## src/rtl/clk_mode_ctrl.sv

```systemverilog
// Mode sequencer for the clock's 4-digit BCD editor: RUN -> time-set -> alarm-set.
// Optional edit-idle abort is built only when MODE_TIMEOUT_EN is defined.
module clk_mode_ctrl #(
  parameter int unsigned TIMEOUT_CYC = 500_000_000,
  parameter int unsigned TO_W        = 32
) (
  input  logic        clk,
  input  logic        rst_n,
  input  logic        key_m_state,
  input  logic        key_m_flag,
  input  logic        key_act,
  input  logic        ed_vld,
  input  logic [15:0] ed_data,
  input  logic [15:0] time_cur,
  input  logic [15:0] alarm_cur,
  output logic        ed_load,
  output logic        ed_en,
  output logic [15:0] ed_data_in,
  output logic        time_wr,
  output logic        alarm_wr,
  output logic [15:0] wdata,
  output logic [1:0]  mode
);

  // One-hot encoding: every Moore output is an OR of state flops, so no decode glitches.
  localparam int B_RUN  = 0;
  localparam int B_LD_T = 1;
  localparam int B_ED_T = 2;
  localparam int B_WR_T = 3;
  localparam int B_LD_A = 4;
  localparam int B_ED_A = 5;
  localparam int B_WR_A = 6;

  typedef enum logic [6:0] {
    S_RUN  = 7'b000_0001,
    S_LD_T = 7'b000_0010,
    S_ED_T = 7'b000_0100,
    S_WR_T = 7'b000_1000,
    S_LD_A = 7'b001_0000,
    S_ED_A = 7'b010_0000,
    S_WR_A = 7'b100_0000
  } state_t;

  state_t state;
  state_t state_nxt;

  logic mode_press;
  logic in_edit;
  logic timeout;

  assign mode_press = key_m_flag & ~key_m_state;
  assign in_edit    = state[B_ED_T] | state[B_ED_A];

`ifdef MODE_TIMEOUT_EN
  localparam logic [TO_W-1:0] TO_LAST = TO_W'(TIMEOUT_CYC - 1);

  logic [TO_W-1:0] to_cnt;

  // Held at zero outside edit so every entry starts fresh; saturates at TO_LAST.
  always_ff @(posedge clk or negedge rst_n) begin
    if (!rst_n) begin
      to_cnt <= '0;
    end else if (!in_edit || key_act) begin
      to_cnt <= '0;
    end else if (to_cnt != TO_LAST) begin
      to_cnt <= to_cnt + TO_W'(1);
    end
  end

  // A key press on the would-be last cycle restarts the window instead of aborting.
  assign timeout = in_edit & ~key_act & (to_cnt == TO_LAST);
`else
  logic [TO_W:0] unused_to;
  assign unused_to = {key_act, TO_W'(TIMEOUT_CYC)};
  assign timeout   = 1'b0;
`endif

  always_ff @(posedge clk or negedge rst_n) begin
    if (!rst_n) begin
      state <= S_RUN;
    end else begin
      state <= state_nxt;
    end
  end

  // In edit states a confirm always wins over mode press, which wins over timeout.
  always_comb begin
    state_nxt = state;
    case (state)
      S_RUN: begin
        if (mode_press) state_nxt = S_LD_T;
      end
      S_LD_T: state_nxt = S_ED_T;
      S_ED_T: begin
        if (ed_vld)          state_nxt = S_WR_T;
        else if (mode_press) state_nxt = S_LD_A;
        else if (timeout)    state_nxt = S_RUN;
      end
      S_WR_T: state_nxt = S_RUN;
      S_LD_A: state_nxt = S_ED_A;
      S_ED_A: begin
        if (ed_vld)          state_nxt = S_WR_A;
        else if (mode_press) state_nxt = S_RUN;
        else if (timeout)    state_nxt = S_RUN;
      end
      S_WR_A: state_nxt = S_RUN;
      default: state_nxt = S_RUN;
    endcase
  end

  always_ff @(posedge clk or negedge rst_n) begin
    if (!rst_n) begin
      wdata <= 16'h0;
    end else if (in_edit && ed_vld) begin
      wdata <= ed_data;
    end
  end

  assign ed_load  = state[B_LD_T] | state[B_LD_A];
  assign ed_en    = state[B_ED_T] | state[B_ED_A];
  assign time_wr  = state[B_WR_T];
  assign alarm_wr = state[B_WR_A];
  assign mode     = {state[B_LD_A] | state[B_ED_A], state[B_LD_T] | state[B_ED_T]};

  always_comb begin
    ed_data_in = 16'h0;
    if (state[B_LD_T])      ed_data_in = time_cur;
    else if (state[B_LD_A]) ed_data_in = alarm_cur;
  end

endmodule

```

## config.mk

```make
export PLATFORM = sky130hd
export DESIGN_NAME = clk_mode_ctrl
export DESIGN_NICKNAME = d
export VERILOG_FILES = /design/src/rtl/clk_mode_ctrl.sv
export SDC_FILE = /design/constraint.sdc
export NUM_CORES = 1
export LEC_CHECK = 0
export ABC_CLOCK_PERIOD_IN_PS = 3400
export BUFFER_PORTS_ARGS = -buffer_cell sky130_fd_sc_hd__buf_2
export CAP_MARGIN = 20
export CELL_PAD_IN_SITES_DETAIL_PLACEMENT = 0
export CELL_PAD_IN_SITES_GLOBAL_PLACEMENT = 2
export CORE_AREA = 2 2 90 66
export CTS_CLUSTER_SIZE = 20
export DETAILED_ROUTE_END_ITERATION = 8
export DIE_AREA = 0 0 92 68
export PLACE_DENSITY_LB_ADDON = 0.1
export SLEW_MARGIN = 10
export SYNTH_ARGS = -nofsm -noshare
export SYNTH_HDL_FRONTEND = slang
export SYNTH_SLANG_ARGS = --single-unit
```

## constraint.sdc

```tcl
create_clock -name clk -period 3.4 [get_ports clk]
set_clock_uncertainty 0.05 [all_clocks]
set_input_delay 0.34 -clock clk [delete_from_list [all_inputs] [get_ports clk]]
set_output_delay 0.34 -clock clk [all_outputs]
set_load 0.02 [all_outputs]
```

# == Word level (Yosys, flattened, before mapping) ==
# Index checks and enable logic that the tools add are counted.
# word_totals
ff_bits,23
input_bits,54
out_inout_bits,38
wordCells,26
# classes
n_eq_ne,8
mux,8
bitwise,6
reduce_logical,2
# op_table
operator,count
$mux W7,5
$pmux W7 S5,1
$mux W16,2
$eq A7 B1 Y1 const B,1
$eq A7 B2 Y1 const B,1
$eq A7 B3 Y1 const B,1
$eq A7 B5 Y1 const B,1
$eq A7 B6 Y1 const B,1
$ne A3 B3 Y1 const B,2
$or A1 B1 Y1,4
$reduce_and A3 Y1,1
$ne A2 B2 Y1 const B,1
$and A1 B1 Y1,1
$logic_and A1 B1 Y1,1
$not A1 Y1,1

# == Depth between registers and ports, before layout ==
# Gate-level depths: netlist of run 1.
# depth
ltp_word,5
depth_mapped,5
ltp_nobuf,4

# == Worst setup path before layout of run 1 ==
# OpenSTA, ideal clock, no wires.
# synth_path
path_kind,register -> output
start,register state[1]
end,output ed_data_in[10]
arrival_time_ns,1.374
required_ns,3.010
path_slack_ns,1.636
path_stages_with_launch,6
n_path_buf,3
path_cell_list,dfrtp_1 > buf_2 > nor2b_1 > clkbuf_1 > clkbuf_1 > a22o_1
# synth_via
elab_chain_len,1
# synth_lines
element,line,text
from (decl),44,state_t state;
from (signal assigned),82,state <= state_nxt;
$mux W16,127,if (state[B_LD_T]) ed_data_in = time_cur;
to (decl),18,"output logic [15:0] ed_data_in,"
# Every way passes these cells.

# == Worst setup path in the final report of run 1 ==
# layout_path
start,register state[1]
end,output ed_data_in[11]
# The elaborated chain is that of the path after synthesis.

==> flow_summary.ini, run 1 <==
[clock_network]
cts.sinks = 23
clockBufferDepth = 2
numCtsBuffers = 3
cts_resized = 0
cts-htree-levels = 1
cts_setup_buffers = 0
root_buffer = clkbuf_8
clkTransAtPathRegs_ps = 80
worstSkewPairLatency_ps = 250
cts_hold_buf = 0
cts_tree = built

[placement]
dp_hpwl_um = 2616
io_buffers = 90
place_inst = 260
routabilityCongestion = 0.7937

[die]
dieArea_um2 = 6256
std_cell_rows = 23
core_um2 = 5468
die_w_um = 92
pin_count = 92
initial_core_util_pct = 21.92
fp.dieH_um = 68

[setup_path]
crit_type = register to primary output
crit_path_max_incr_delay_ps = 840
crit_start = state[1]$_DFFE_PN0P_
crit_path_start_kind = register
path_delay_family = simple AND/OR/NAND/NOR gates
cp_num_buf_inv = 2
cp_slowest_cell = nor2b_1
cp-end-kind = primary output
path_cells = buf_4 -> nor2b_1 -> a22o_1 -> buf_2
arrival_ps = 2090
required_ps = 3010
worst-path-max-fanout = 28
crit-reg2reg-launch = state[2]$_DFFE_PN0P_

[timing]
rsz0062_at_grt = no
finalCritPeriodShare_pct = 72.99
tns_ps = 0
timing.fmax_mhz = 402.9
slew_viol_final = 0
hold_viol = 0
period_needed_ps = 2482
final-setup-viol-count = 0
tightest_slew_ps = 1057
max_slew_margin_pct = 29.41

[global_routing]
grt.total_usage_pct = 10.09
grt-ovfl-total = 0
grt_max_degree = 29
antenna_found_initial = 0
grt_first_pass_wirelength_um = 5050
grt_pass1_vias = 1031

[synth]
synth.avg_cell_area_um2 = 11.75
ys_ff_latch = 23
yosysWarnings = 0
synth.distinct_cells = 34
synth_nets = 156
yosysSeqAreaShare_pct = 48.12
syn_inst = 102
syn_area_um2 = 1199

[cells_and_area]
area_growth_pct = 47.08
diodes = 0
nets = 244
utilization_pct = 32.24
fillCellCount = 560
drive_gt1_share_pct = 56.61
layout.cells.non_filler = 264

[flow_run]
cap_violations = 0

[routing]
wl_per_cell_um = 12.77
drtAntennaViolNets = 0
first_pass_iters = 4
via_count = 1112
wirelength_um = 3370
drc = 0
drtIter0Drc = 21
via_per_inst = 4.212

[pwr]
peakVddDrop_uv = 201.7
total_power_mw = 1.151
powerDensity_nw_per_um2 = 652.7
p_leak_nw = 0.9502

[outcome]
outcome = finished, final reports clean

[worst_hold_path]
hp-class = primary input to async pin
metal layers:
layer / GRT usage [%] / up-vias / wire length [µm]
met5: 0 / - / 0
met4: 1.119 / 0 / 12
met3: 3.084 / 2 / 195
met2: 17.74 / 35 / 1598
met1: 12.80 / 517 / 1563
li1: - / 558 / -
Yosys cell counts:
cell	count	area share [%]
a2111o_1	1	0.94
a211oi_1	2	1.3
a21oi_1	2	0.84
a22o_1	16	12
a22oi_1	1	0.63
and3_1	1	0.52
and4b_1	1	0.84
buf_2	2	0.84
clkbuf_1	6	1.9
dfrtp_1	22	46
dfstp_2	1	2.2
inv_1	2	0.63
maj3_1	1	0.84
mux2_1	10	9.4
mux2_2	6	5.6
mux2i_1	1	0.84
nand2_1	2	0.63
nand2b_1	2	1.0
nor2_1	1	0.31
nor2_2	1	0.52
nor2b_1	4	2.1
nor3_1	3	1.3
nor3_2	1	0.84
nor3b_1	1	0.63
nor4_1	1	0.52
nor4_2	1	1.0
o211ai_1	1	0.63
o21a_1	1	0.63
o31ai_1	1	0.63
o32a_1	1	0.84
or2_1	2	1.0
or2_2	2	1.0
or3_1	1	0.52
or4_4	1	0.94
worst paths after layout:
check,end,slack (ps),depth (start not counted)
setup / recovery,ed_data_in[11],920,4
min in group clk,wdata[10]$_DFFE_PN0P_,240,2
max in group asynchronous,state[0]$_DFFE_PN1P_,2930,1
hold / removal,wdata[1]$_DFFE_PN0P_,3,1
setup reg to reg,wdata[5]$_DFFE_PN0P_,1510,3
hold reg to reg,wdata[11]$_DFFE_PN0P_,440,1
through the flow:
stage / cell area (µm²) / setup slack [ps] / hold WS (ps)
4_1_cts: 1763 / 886.5 / 11.39
5_1_grt: 1763 / 760.3 / 39.81
3_3_place_gp: 1718 / 1263 / 286.4
6_report: 1763 / 918.2 / 2.570
2_1_floorplan: 1199 / 1636 / -5.591
3_5_place_dp: 1718 / 1185 / 296.7
cell families after synthesis:
logic type                 Yosys count  share of synthesized area (%)
AOI/OAI and AO/OA                   26                          18.06
buffers and inverters               10                          3.340
muxes                               17                          15.87
and+or+nand+nor                     25                          13.78
DFF                                 23                          48.12
adders and majority gates            1                         0.8351
flip-flops by register name, indices dropped and copies added, names as in the netlist:
signal	count
state	7
wdata	16
report_power, final:
| group | internal, mW | total [mW] | switching, mW | leakage (nW) |
|---|---|---|---|---|
| Combinational | 0.235 | 0.542 | 0.307 | 0.637 |
| Sequential | 0.380 | 0.445 | 0.0645 | 0.291 |
| Clock | 0.0834 | 0.164 | 0.0803 | 0.0228 |
| Total | 0.699 | 1.15 | 0.452 | 0.950 |
cell usage in the layout, fill, tap and decap left out, drive strengths merged:
master,n
a2111o,1
dfrtp,22
a21oi,2
nor3b,1
a211oi,2
a22o,16
o31ai,1
a22oi,1
buf,91
o32a,1
or4,1
and4b,1
or3,1
clkbuf,4
inv,2
o211ai,1
nand2,2
nand2b,2
nor2,2
mux2,16
mux2i,1
maj3,1
or2,4
nor2b,4
and3,1
nor4,2
nor3,4
dfstp,1
o21a,1
layout make-up:
type	count	area (µm²)	area share, %
Clock buffer	4	45.04	2.555
Inverter	2	7.507	0.4258
Multi-Input combinational cell	69	581.8	33.00
Sequential cell	23	576.8	32.72
Tap cell	75	93.84	5.323
Timing Repair Buffer	91	457.9	25.98
No activity file was read; power rests on OpenSTA's default activity.
==> run 2: changes to the inputs <==
- ABC_CLOCK_PERIOD_IN_PS: 3400 -> 2600
- CORE_AREA: 2 2 90 66 -> 2 2 94 69
- DIE_AREA: 0 0 92 68 -> 0 0 96 71
- clock period: 3.4 -> 2.6 ns (I/O delays scaled with it)
==> run 2 against run 1 <==
Count of clock-buffer cells in the layout decreased by 1. Setup slack lost 340 ps. Die area up 9.0%. Total power grew 31%. Via count grew 3.7%. Non-clock buffer count grew 2. Register-to-register slack got worse by 790 ps. Global-route usage rose by 0.15 points.
==> flow_summary.ini, run 2 (same netlist as run 1, synthesis figures left out) <==
[pwr]
p_leak_nw = 0.9626
seq_power_share_pct = 38.8
peakVddDrop_uv = 275.5
p_comb_share_pct = 46.9
switching_share_pct = 39.42
p_int_uw = 913.1
p_sw_uw = 594.2
powerDensity_nw_per_um2 = 844.2
pwr-share-clk_pct = 14.3

[cells_and_area]
area_growth_pct = 48.96
mostFrequentLayoutCells = buf_2 (90), dfrtp_1 (22), a22o_1 (16), mux2_1 (10), mux2_2 (6)
reg_top3 = wdata (16), state (7)
largest_reg_flops = 16
drive_gt1_share_pct = 57.07
final_common_cell = buf_2
nets = 246
diodes = 0
largest_register = wdata
layout.cells.non_filler = 269
utilization_pct = 29.88

[global_routing]
grt_pass1_vias = 1207
grt_first_pass_wirelength_um = 5554
grt_max_degree = 24
grt.total_usage_pct = 10.24
grt-ovfl-total = 0
antenna_found_initial = 0

[routing]
drtIter0Drc = 42
drc = 0
via_per_inst = 4.286
via_count = 1153
drtAntennaViolNets = 0
wl_per_cell_um = 12.62
first_pass_iters = 4
wirelength_um = 3395

[clock_network]
cts_tree = built
root_buffer = clkbuf_8
cts.sinks = 23
numCtsBuffers = 3
cts-htree-levels = 1
clockBufferDepth = 2
cts_setup_buffers = 0
worstSkewPairLatency_ps = 260
clkTransAtPathRegs_ps = 80
cts_hold_buf = 1
cts_resized = 0

[die]
die_w_um = 96
core_um2 = 5976
dieArea_um2 = 6816
std_cell_rows = 24
initial_core_util_pct = 20.06
fp.dieH_um = 71
pin_count = 92

[timing]
hold_viol = 0
final-setup-viol-count = 0
period_needed_ps = 2018
max_slew_margin_pct = 55.19
finalCritPeriodShare_pct = 77.60
slew_viol_final = 0
fin_ws_ps = 582.4
rsz0062_at_grt = no
tns_ps = 0
tightest_slew_ps = 670.5
timing.fmax_mhz = 495.6

[worst_hold_path]
hp-class = primary input to register
hp-start = ed_data[6]
min_path_cells = 2
hold_end = wdata[6]$_DFFE_PN0P_

[setup_path]
crit_top_cell = buf_4
cp_num_buf_inv = 3
r2r_setup_slack_ps = 720
crit_path_start_kind = register
cp_slowest_cell = dfrtp_1
path_cells = buf_4 -> nor2b_1 -> buf_4 -> a22o_1 -> buf_2
arrival_ps = 1710
worst-path-max-fanout = 18
crit_path_max_incr_delay_ps = 550
cp-end-kind = primary output
path_delay_family = buffers and inverters
crit-reg2reg-launch = state[2]$_DFFE_PN0P_
worstRegToRegCells = 3
required_ps = 2290
crit_type = register to primary output
reg2reg_to = wdata[5]$_DFFE_PN0P_

[flow_run]
cap_violations = 0

[placement]
routabilityCongestion = 0.7490
dp_slack_ps = 697.3
dp_hpwl_um = 2796
io_buffers = 90
place_inst = 264

[outcome]
outcome = finished, final reports clean
[run 2: layout make-up]
type                            count  area, µm²
Clock buffer                        3      41.29
Timing Repair Buffer               93      475.5
Tap cell                           78      97.59
Sequential cell                    23      576.8
Clock inverter                      1      5.005
Fill cell                         630       4190
Inverter                            2      7.507
Multi-Input combinational cell     69      581.8
[run 2: power groups by stage]
| stage | Clock, mW | Sequential, mW | Combinational (mW) |
|---|---|---|---|
| final | 0.216 | 0.585 | 0.706 |
| after global placement | 0 | 0.590 | 0.713 |
| after global routing | 0.250 | 0.608 | 0.763 |
| after detailed placement | 0 | 0.596 | 0.717 |
| after CTS | 0.233 | 0.588 | 0.721 |
| after floorplan | 0 | 0.712 | 0.343 |
[run 2: stage by stage]
stage	hold slack (ps)	total power [mW]	instance area [µm²]
after floorplan	-85.59	1.054	1199
after global placement	208.0	1.303	1729
after detailed placement	218.8	1.313	1729
after CTS	148.7	1.542	1785
after global routing	143.0	1.622	1785
final	155.3	1.507	1785
[run 2: worst register-to-register path: cells and delay by family (launching register included)]
| family | cells | cell delay, ps |
|---|---|---|
| multiplexers | 1 | 410 |
| flip-flops | 1 | 510 |
| AND/OR/NAND/NOR | 2 | 800 |
[run 2: layer usage]
metal,up-vias,global-route usage [%],part of all wire (%)
met2,44,16.59,48
met3,2,3.408,8.2
li1,563,-,-
met5,-,0,0
met1,544,13.21,43
met4,0,2.381,0.80
[run 2: how the worst max path moves through the flow]
stage,start,endpoint,slack [ps],cells after the start
CTS,state[1]$_DFFE_PN0P_,ed_data_in[6],560,5
global route,state[1]$_DFFE_PN0P_,ed_data_in[6],430,5
floorplan,state[5]$_DFFE_PN0P_,wdata[10]$_DFFE_PN0P_,890,4
finish,state[1]$_DFFE_PN0P_,ed_data_in[6],580,5
detailed placement,state[2]$_DFFE_PN0P_,wdata[5]$_DFFE_PN0P_,700,3
global placement,state[2]$_DFFE_PN0P_,wdata[5]$_DFFE_PN0P_,750,3
==> run 3: changes to the inputs <==
- ABC_CLOCK_PERIOD_IN_PS: 2600 -> 2000
- clock period: 2.6 -> 2 ns (I/O delays scaled with it)
==> run 3 against run 2 <==
Utilization is 0.42 points higher. Sequential power is 28% higher. First-iteration DRC count is 60% lower. Sequential share of layout area is 0.45 points lower. Critical path depth is 2 lower. Combinational power is 35% higher. Sequential cell count stayed put. Critical path type unchanged. Largest power group unchanged. Highest routed layer is now met3.
==> flow_summary.ini, run 3 (same netlist as run 1, synthesis figures left out) <==
[flow_run]
cap_violations = 0

[global_routing]
grt_max_degree = 24
grt_pass1_vias = 1211
grt.total_usage_pct = 10.11
grt-ovfl-total = 0
grt_first_pass_wirelength_um = 5520
antenna_found_initial = 0

[timing]
max_slew_margin_pct = 55.13
hold_viol = 0
timing.fmax_mhz = 543.9
tns_ps = 0
slew_viol_final = 0
final-setup-viol-count = 0
finalCritPeriodShare_pct = 91.93
period_needed_ps = 1839
rsz0062_at_grt = no
tightest_slew_ps = 670.0

[routing]
via_per_inst = 4.360
first_pass_iters = 4
wl_per_cell_um = 12.59
drtAntennaViolNets = 0
via_count = 1186
wirelength_um = 3424
drtIter0Drc = 17
drc = 0

[worst_hold_path]
hold_end = wdata[6]$_DFFE_PN0P_
hp-start = ed_data[6]
hp-class = primary input to register
min_path_cells = 2

[pwr]
powerDensity_nw_per_um2 = 1094
total_power_mw = 1.981
peakVddDrop_uv = 317.9
p_leak_nw = 0.9774

[clock_network]
numCtsBuffers = 3
cts-htree-levels = 1
clkTransAtPathRegs_ps = 80
cts_tree = built
cts_setup_buffers = 0
worstSkewPairLatency_ps = 260
clockBufferDepth = 2
cts.sinks = 23
root_buffer = clkbuf_8

[setup_path]
crit_path_start_kind = register
r2r_setup_slack_ps = 260
worstRegToRegCells = 5
crit-reg2reg-launch = state[4]$_DFFE_PN0P_
path_cells = nor2b_2 -> a22o_1 -> buf_2
worst-path-max-fanout = 16
path_delay_family = simple AND/OR/NAND/NOR gates
arrival_ps = 1590
crit_path_max_incr_delay_ps = 550
reg2reg_to = state[0]$_DFFE_PN1P_
cp_num_buf_inv = 1
required_ps = 1750
cp-end-kind = primary output
cp_slowest_cell = nor2b_2
crit_type = register to primary output

[die]
std_cell_rows = 24
pin_count = 92
initial_core_util_pct = 20.06
core_um2 = 5976
fp.dieH_um = 71
die_w_um = 96
dieArea_um2 = 6816

[placement]
io_buffers = 90
routabilityCongestion = 0.8196
placed_cell_area_um2 = 1752
dp_hpwl_um = 2772

[cells_and_area]
mostFrequentLayoutCells = buf_2 (90), dfrtp_1 (22), a22o_1 (16), mux2_1 (10), mux2_2 (6)
final_area_um2 = 1810
area_growth_pct = 51.04
largest_reg_flops = 16
diodes = 0
drive_gt1_share_pct = 58.25
reg_top3 = wdata (16), state (7)
fillCellCount = 636
largest_register = wdata
nets = 249
final_common_cell = buf_2

[outcome]
outcome = finished, final reports clean
-- run 3: worst max-delay path by stage --
stage / start / to / slack (ps) / depth (start not counted)
4_1_cts: state[1]$_DFFE_PN0P_ / ed_data_in[10] / 120 / 3
5_1_grt: state[1]$_DFFE_PN0P_ / ed_data_in[1] / 10 / 3
2_1_floorplan: state[5]$_DFFE_PN0P_ / wdata[10]$_DFFE_PN0P_ / 290 / 4
3_3_place_gp: state[1]$_DFFE_PN0P_ / ed_data_in[5] / 120 / 3
6_report: state[1]$_DFFE_PN0P_ / ed_data_in[3] / 160 / 3
3_5_place_dp: state[1]$_DFFE_PN0P_ / ed_data_in[10] / 60 / 3
-- run 3: timing repair --
action | 4_1_cts | 5_1_grt
endpoints found under the setup margin | 16 | 0
hold endpoints to repair | 22 | 0
resized for setup | 1 | 0
hold buffers | 1 | 0
-- run 3: layer usage --
layer	up-vias	wire length (µm)	global-route usage [%]
li1	569	-	-
met2	56	1657	16.59
met4	0	0	1.905
met1	561	1488	12.82
met5	-	0	0
met3	0	278	3.727
-- run 3: cell type report --
type                    count  area (µm²)  share of cell area, %
flip-flops and latches     23       576.8                  31.86
inverters                   2       7.507                 0.4147
well taps                  78       97.59                  5.390
repair buffers             96       498.0                  27.51
multi-input cells          69       584.3                  32.27
clock buffers               3       41.29                  2.281
clock inverters             1       5.005                 0.2764
-- run 3: where the power goes --
part | internal, mW | switching, mW
logic | 0.413 | 0.536
clock network | 0.139 | 0.144
registers | 0.647 | 0.102
-- run 3: stage by stage --
stage | hold slack (ps) | instances | utilization, % | setup slack [ps]
final | 95.00 | 272 | 30.30 | 161.5
after global routing | 91.81 | 272 | 30.30 | 11.62
after CTS | 90.25 | 272 | 30.30 | 121.7
after detailed placement | 156.1 | 267 | 29.31 | 58.47
after global placement | 151.2 | 267 | 29.31 | 123.2
after floorplan | -145.6 | 102 | - | 292.5
